File: config.mk
export PLATFORM = sky130hd
export DESIGN_NAME = m68k_bus_arbiter_flat
export DESIGN_NICKNAME = d
export VERILOG_FILES = /design/src/rtl/m68k_bus_arbiter_if.sv /design/src/rtl/m68k_bus_arbiter.sv /design/src/flat_wrapper.sv
export SDC_FILE = /design/constraint.sdc
export NUM_CORES = 1
export LEC_CHECK = 0
export ABC_AREA = 1
export BUFFER_PORTS_ARGS = -buffer_cell sky130_fd_sc_hd__buf_2
export CAP_MARGIN = 20
export CORE_ASPECT_RATIO = 0.75
export CORE_UTILIZATION = 30
export DETAILED_ROUTE_END_ITERATION = 6
export MAX_ROUTING_LAYER = met4
export PLACE_DENSITY_LB_ADDON = 0.15
export SETUP_SLACK_MARGIN = 0.5
export SKIP_CTS_REPAIR_TIMING = 1
export SLEW_MARGIN = 30
export SYNTH_ARGS = -nofsm -noshare
export SYNTH_HDL_FRONTEND = slang
export SYNTH_SLANG_ARGS = --single-unit
File: constraint.sdc
create_clock -name clk -period 1.95 [get_ports clk]
set_clock_uncertainty 0.2 [all_clocks]
set_input_delay 0.0975 -clock clk [delete_from_list [all_inputs] [get_ports clk]]
set_output_delay 0.0975 -clock clk [all_outputs]
set_load 0.05 [all_outputs]
File: src/rtl/m68k_bus_arbiter_if.sv
// ---------------------------------------------------------------------------
// m68k_bus_arbiter_if
//
// Groups the 68K bus arbitration pins, the sequencer handshake and the
// status/statistics outputs of m68k_bus_arbiter.
//
// Signals:
//   br_n          external bus request (async, active-low)
//   bgack_n       external bus grant acknowledge (async, active-low)
//   cyc_active    sequencer is in S1..S7 of its own cycle
//   bg_n          bus grant (registered, active-low)
//   drv_en        sequencer may drive control/address/data buses
//   cyc_allow     sequencer may leave S0
//   ext_owned     an external master holds the bus
//   arb_state     current arbiter state code
//   grant_count   number of grants taken by external masters (stats)
//   timeout_count number of BG timeouts (stats)
//
// Modports:
//   master  the arbiter side (drives grant, enables and status)
//   slave   the bus / sequencer side (drives requests and cyc_active)
//
// Handshake: the sequencer starts a cycle only while cyc_allow=1 and keeps
// cyc_active=1 until it is back in S0. bg_n=0 is only ever issued while
// cyc_active=0; an external master answers with bgack_n=0 and holds it for
// its whole tenure.
// ---------------------------------------------------------------------------
interface m68k_bus_arbiter_if;
    logic        br_n;
    logic        bgack_n;
    logic        cyc_active;
    logic        bg_n;
    logic        drv_en;
    logic        cyc_allow;
    logic        ext_owned;
    logic [2:0]  arb_state;
    logic [15:0] grant_count;
    logic [15:0] timeout_count;

    modport master (
        input  br_n, bgack_n, cyc_active,
        output bg_n, drv_en, cyc_allow, ext_owned, arb_state,
               grant_count, timeout_count
    );

    modport slave (
        output br_n, bgack_n, cyc_active,
        input  bg_n, drv_en, cyc_allow, ext_owned, arb_state,
               grant_count, timeout_count
    );
endinterface

File: src/rtl/m68k_bus_arbiter.sv
// ---------------------------------------------------------------------------
// m68k_bus_arbiter
//
// Arbitrates the Atari ST 68K bus between the S0..S7 bus-cycle sequencer and
// external DMA masters (Blitter, DMA chip). Runs the BR/BG/BGACK handshake,
// tells the sequencer when it may start a cycle and gates its bus drivers.
//
// Ports:
//   clk    68K bus clock (C8M), all logic on posedge
//   s0rst  asynchronous, active-high reset
//   bus    m68k_bus_arbiter_if.master (see interface header for signals)
//
// Parameters:
//   SYNC_STAGES   synchroniser depth on br_n / bgack_n (>= 2)
//   BG_TIMEOUT    clocks BG may stay asserted without BGACK (>= 2)
//   RECLAIM_CLKS  idle clocks after BGACK release before drivers return (>= 1)
//
// Build option:
//   ARB_STATS_EN  when defined, grant_count / timeout_count are 16-bit
//                 saturating counters; otherwise both read 0.
//
// States (arb_state): OWN=0 DRAIN=1 GRANT=2 EXT=3 RECLAIM=4, 5..7 -> OWN.
// ---------------------------------------------------------------------------
module m68k_bus_arbiter #(
    parameter int SYNC_STAGES  = 2,
    parameter int BG_TIMEOUT   = 16,
    parameter int RECLAIM_CLKS = 2
) (
    input  logic                 clk,
    input  logic                 s0rst,
    m68k_bus_arbiter_if.master   bus
);

    localparam int GW = (BG_TIMEOUT   > 1) ? $clog2(BG_TIMEOUT)   : 1;
    localparam int RW = (RECLAIM_CLKS > 1) ? $clog2(RECLAIM_CLKS) : 1;

    typedef enum logic [2:0] {
        ST_OWN     = 3'd0,
        ST_DRAIN   = 3'd1,
        ST_GRANT   = 3'd2,
        ST_EXT     = 3'd3,
        ST_RECLAIM = 3'd4
    } arb_state_e;

    // Synchronisers: shift in at bit 0, use the top bit. Reset to 1 so an
    // idle (deasserted) bus is seen straight out of reset.
    logic [SYNC_STAGES-1:0] br_sync_q, br_sync_d;
    logic [SYNC_STAGES-1:0] bgack_sync_q, bgack_sync_d;
    logic                   br_s, bgack_s;

    arb_state_e    state_q, state_d;
    logic [GW-1:0] gnt_tmr_q, gnt_tmr_d;
    logic [RW-1:0] rcl_tmr_q, rcl_tmr_d;
    logic          bg_n_q, bg_n_d;
    logic          timeout_hit;
    logic          cyc_allow;

    always_comb begin
        br_sync_d    = {br_sync_q[SYNC_STAGES-2:0], bus.br_n};
        bgack_sync_d = {bgack_sync_q[SYNC_STAGES-2:0], bus.bgack_n};
    end

    assign br_s    = ~br_sync_q[SYNC_STAGES-1];
    assign bgack_s = ~bgack_sync_q[SYNC_STAGES-1];

    always_comb begin
        state_d     = state_q;
        gnt_tmr_d   = '0;
        rcl_tmr_d   = '0;
        timeout_hit = 1'b0;
        cyc_allow   = 1'b0;
        case (state_q)
            ST_OWN: begin
                // Combinational so the sequencer cannot start a cycle on the
                // very clock a request is first seen.
                cyc_allow = ~br_s;
                if (br_s) state_d = bus.cyc_active ? ST_DRAIN : ST_GRANT;
            end
            ST_DRAIN: begin
                // Cycle ending wins over a withdrawn request.
                if (!bus.cyc_active) state_d = ST_GRANT;
                else if (!br_s)      state_d = ST_OWN;
            end
            ST_GRANT: begin
                gnt_tmr_d = gnt_tmr_q + 1'b1;
                // BGACK beats both the withdrawn-request and timeout exits.
                if (bgack_s)    state_d = ST_EXT;
                else if (!br_s) state_d = ST_RECLAIM;
                else if (gnt_tmr_q == GW'(BG_TIMEOUT - 1)) begin
                    state_d     = ST_RECLAIM;
                    timeout_hit = 1'b1;
                end
            end
            ST_EXT: begin
                // A still-pending request chains straight into a new grant.
                if (!bgack_s) state_d = br_s ? ST_GRANT : ST_RECLAIM;
            end
            ST_RECLAIM: begin
                rcl_tmr_d = rcl_tmr_q + 1'b1;
                if (br_s)                                     state_d = ST_GRANT;
                else if (rcl_tmr_q == RW'(RECLAIM_CLKS - 1)) state_d = ST_OWN;
            end
            default: state_d = ST_OWN;
        endcase
        // Timers restart on every state entry.
        if (state_d != state_q) begin
            gnt_tmr_d = '0;
            rcl_tmr_d = '0;
        end
        // BG is a registered copy of "next state is GRANT", so it drops on
        // entry to GRANT and releases on the clock BGACK is seen.
        bg_n_d = (state_d != ST_GRANT);
    end

    always_ff @(posedge clk or posedge s0rst) begin
        if (s0rst) begin
            br_sync_q    <= '1;
            bgack_sync_q <= '1;
            state_q      <= ST_OWN;
            gnt_tmr_q    <= '0;
            rcl_tmr_q    <= '0;
            bg_n_q       <= 1'b1;
        end else begin
            br_sync_q    <= br_sync_d;
            bgack_sync_q <= bgack_sync_d;
            state_q      <= state_d;
            gnt_tmr_q    <= gnt_tmr_d;
            rcl_tmr_q    <= rcl_tmr_d;
            bg_n_q       <= bg_n_d;
        end
    end

    assign bus.bg_n      = bg_n_q;
    assign bus.drv_en    = (state_q != ST_EXT) && (state_q != ST_RECLAIM);
    assign bus.ext_owned = (state_q == ST_EXT);
    assign bus.cyc_allow = cyc_allow;
    assign bus.arb_state = state_q;

`ifdef ARB_STATS_EN
    logic [15:0] grant_count_q, grant_count_d;
    logic [15:0] timeout_count_q, timeout_count_d;

    always_comb begin
        grant_count_d   = grant_count_q;
        timeout_count_d = timeout_count_q;
        if (state_d == ST_EXT && state_q != ST_EXT && grant_count_q != 16'hFFFF)
            grant_count_d = grant_count_q + 16'd1;
        if (timeout_hit && timeout_count_q != 16'hFFFF)
            timeout_count_d = timeout_count_q + 16'd1;
    end

    always_ff @(posedge clk or posedge s0rst) begin
        if (s0rst) begin
            grant_count_q   <= '0;
            timeout_count_q <= '0;
        end else begin
            grant_count_q   <= grant_count_d;
            timeout_count_q <= timeout_count_d;
        end
    end

    assign bus.grant_count   = grant_count_q;
    assign bus.timeout_count = timeout_count_q;
`else
    logic unused_timeout_hit;
    assign unused_timeout_hit = timeout_hit;
    assign bus.grant_count    = 16'd0;
    assign bus.timeout_count  = 16'd0;
`endif

endmodule
File: src/flat_wrapper.sv
// flat-port wrapper written by rule: the top's interface ports become plain ports
module m68k_bus_arbiter_flat 
#(
    parameter int SYNC_STAGES  = 2,
    parameter int BG_TIMEOUT   = 16,
    parameter int RECLAIM_CLKS = 2
)
  (clk, s0rst, bus_br_n, bus_bgack_n, bus_cyc_active, bus_bg_n, bus_drv_en, bus_cyc_allow, bus_ext_owned, bus_arb_state, bus_grant_count, bus_timeout_count);
  m68k_bus_arbiter_if bus_i ();
  input  logic clk;
  input  logic s0rst;
  input wire logic [$bits(bus_i.br_n)-1:0] bus_br_n;
  input wire logic [$bits(bus_i.bgack_n)-1:0] bus_bgack_n;
  input wire logic [$bits(bus_i.cyc_active)-1:0] bus_cyc_active;
  output wire logic [$bits(bus_i.bg_n)-1:0] bus_bg_n;
  output wire logic [$bits(bus_i.drv_en)-1:0] bus_drv_en;
  output wire logic [$bits(bus_i.cyc_allow)-1:0] bus_cyc_allow;
  output wire logic [$bits(bus_i.ext_owned)-1:0] bus_ext_owned;
  output wire logic [$bits(bus_i.arb_state)-1:0] bus_arb_state;
  output wire logic [$bits(bus_i.grant_count)-1:0] bus_grant_count;
  output wire logic [$bits(bus_i.timeout_count)-1:0] bus_timeout_count;
  assign bus_i.br_n = bus_br_n;
  assign bus_i.bgack_n = bus_bgack_n;
  assign bus_i.cyc_active = bus_cyc_active;
  assign bus_bg_n = bus_i.bg_n;
  assign bus_drv_en = bus_i.drv_en;
  assign bus_cyc_allow = bus_i.cyc_allow;
  assign bus_ext_owned = bus_i.ext_owned;
  assign bus_arb_state = bus_i.arb_state;
  assign bus_grant_count = bus_i.grant_count;
  assign bus_timeout_count = bus_i.timeout_count;
  m68k_bus_arbiter #(.SYNC_STAGES(SYNC_STAGES), .BG_TIMEOUT(BG_TIMEOUT), .RECLAIM_CLKS(RECLAIM_CLKS)) u_core (.clk(clk), .s0rst(s0rst), .bus(bus_i));
endmodule
==> summary.md <==
| Metric | Value |
|---|---|
| Top cells by count, synth | `buf_4, nand2_1, nor2_1, inv_1` |
| Minimum clock period after layout | `between 1.5 and 2 ns` |
| Arrival time worst endpoint | `around 1.8 ns` |
| Mean area per synthesized cell | `slightly below 8 um^2` |
| Clock latency on the worst-skew pair | `between 0.2 and 0.3 ns` |
| Vias in the first global route | `540` |
| Layout cells sized above 1 | `0.3882` |
| Largest area contributor in the netlist | `buf_4` |
| Global-route wire length before repair | `2601 um` |
| H-Tree Depth | `1` |
| Gpl congestion | `slightly above 0.8` |
| Netlist cell types | `19` |
| Post-synthesis register bit count | `13` |
| Synth async-reset ratio | `1.000` |
| Gate Count Post-Synth | `about 120` |
| Die ar. | `approximately 3400 um^2` |
| Synth area leaders | `buf_4, dfrtp_1, dfstp_2, nand2_1, nor2_1` |
| Leak pwr | `roughly 0.61 nW` |
| Met2 usage | `0.1465` |
| Post-synth EDFFs | `0` |
| DRC violations left | `0` |
| Starting Density | `0.3185` |
| Status | `completed` |
| Worst-Margin Slew | `0.5107 ns` |
| Final number of hold-violating endpoints | `0` |
| Root Driver | `clkbuf_8` |
| CTS tree | `yes` |
| M1 GR Usage | `0.1466` |
| Ant diodes | `0` |
| Setup TNS | `0 ns` |
| Total Nets Final | `between 150 and 200` |
| Largest net degree at the start of global routing | `14` |
| Setup crit start kind | `register` |
| Grt peak-use layer | `met1` |
| CP endpoint kind | `register` |
| GRT Residual Overflow | `0` |
| Yosys synthesis warning count | `0` |
| Slew Viols, Final | `0` |
| M3 GR Usage | `0.05000` |
| Standard-cell row count | `17` |
| Initial DRC count | `32` |
| Max Freq | `around 540 MHz` |
| Crit Path Max Fanout | `5` |
| Min-Delay Path Class | `in -> reg` |
| IO Count | `between 40 and 50` |
| Dpl hpwl | `around 1300 um` |
| Max IR drop VDD | `0.4436 mV` |
| Wirelength per Cell | `9.495 um` |
| Power per Cell Area | `about 1400 nW/um^2` |
| RSZ-0062 raised after global routing | `yes` |
| Die Height | `roughly 51 um` |
| Drt total wl | `approximately 1800 um` |
| Max clock buf depth | `2` |
| # clock sinks | `13` |
| Sequential share of the synthesized area | `0.3496` |
| Remaining antenna violation count | `0` |
| Synthesized cell area | `about 950 um^2` |
| Clk slew on worst S/H paths | `0.06 ns` |
| Main synth FF type | `dfrtp_1` |
| Top-count cell post-synth | `buf_4` |
| Final Util | `0.4055` |
| WP data required | `roughly 1.9 ns` |
| CTS buffer count | `3` |
| Core Region | `a little under 3000 um^2` |
| Synth top area share | `0.2533` |
| Syn-to-layout area delta | `27.31%` |
| Crit share post-route | `0.9477` |
| Port bufs | `11` |
| Initial antenna violation count | `0` |
| Final Setup Violations | `0` |
| Max cap viols | `0` |
| GRT Util Overall | `0.1113` |
| Die X | `about 67 um` |
| Routed via count | `759` |
| CP Class | `reg -> reg` |
| TritonRoute pass-1 iters | `5` |
| Slew HR | `0.6591` |
| Vias per cell | `3.995` |
==> sequential cells by signal (all words and copies together) (netlist names) <==
| register | cells |
|---|---|
| u_core.rcl_tmr_q | 1 |
| u_core.bus.bg_n | 1 |
| u_core.br_sync_q | 2 |
| u_core.bgack_sync_q | 2 |
| u_core.bus.arb_state | 3 |
| u_core.gnt_tmr_q | 4 |
==> power by group <==
part           total (mW)  internal (mW)  leakage (nW)  switching [mW]
Sequential          0.441          0.346         0.156          0.0955
Combinational        1.05          0.353         0.430           0.702
Clock               0.246          0.141        0.0255           0.104
Total                1.74          0.840         0.612           0.901
==> per-layer routing <==
| layer | share of wire | wire length, um |
|---|---|---|
| met1 | 0.46 | 832 |
| met2 | 0.46 | 822 |
| met3 | 0.072 | 130 |
| met4 | 0.010 | 18 |
| met5 | 0 | 0 |
==> cell type report <==
cell class | count | area (um^2)
fillers | 317 | 1770
multi-input cells | 96 | 504.2
flip-flops and latches | 13 | 342.8
repair buffers | 26 | 205.2
inverters | 13 | 61.31
well taps | 38 | 47.55
clock buffers | 3 | 41.29
clock inverters | 1 | 5.005
==> cells by family after synthesis <==
kind of cell    count (synthesis)  synth area share
compound gates                  5           0.03166
fa+ha+maj                       1           0.01319
buf+inv                        45            0.3048
flops                          13            0.3496
other cells                     1          0.003954
simple gates                   58            0.2968
==> metrics by stage <==
stage | hold slack [ns] | cell area (um^2) | cells | worst slack (ns) | total power, mW
6_report | 0.1255 | 1207 | 190 | 0.1020 | 1.741
4_1_cts | -0.3162 | 1022 | 175 | 0.1289 | 1.540
2_1_floorplan | -0.2291 | 1114 | 154 | 0.09840 | 1.191
3_5_place_dp | -0.04250 | 975.9 | 171 | 0.1502 | 1.283
3_3_place_gp | -0.03985 | 975.9 | 171 | 0.1331 | 1.287
5_1_grt | 0.1427 | 1207 | 190 | 0.03087 | 1.844
==> final timing paths <==
kind / from / end / depth (start not counted) / slack [ns]
max reg2reg: u_core.br_sync_q[1] / u_core.gnt_tmr_q[3] / 10 / 0.10
max in group asynchronous: s0rst / u_core.bus.arb_state[1] / 3 / 0.95
max: u_core.br_sync_q[1] / u_core.gnt_tmr_q[3] / 10 / 0.10
min: bus_cyc_active / u_core.bus.arb_state[0] / 5 / 0.13
min reg2reg: u_core.br_sync_q[0] / u_core.br_sync_q[1] / 0 / 0.16
min in group asynchronous: s0rst / u_core.gnt_tmr_q[3] / 3 / 0.21
==> critical path, stage by stage, from the launching register on <==
cell and delay (ns):
dfstp_2 0.59, clkinvlp_4 0.16, buf_6 0.15, nand2_2 0.04, nor2_1 0.03, nand2_1 0.08, nand2_1 0.07, a31oi_2 0.18
nor2_2 0.07, nand2_2 0.10, nor2_1 0.05
==> placed cells by master, fill, tap and decap left out, drive strengths merged <==
cell type and n:
a21oi 3, a31o 1, a31oi 1, buf 23
clkbuf 3, clkinv 1, clkinvlp 2, conb 32
dfrtp 8, dfstp 5, dlygate4sd3 3, ha 1
inv 11, nand2 24, nand3 11, nand4 4
nor2 17, nor3 1, or2 1
(Power assumes the default switching activity.)
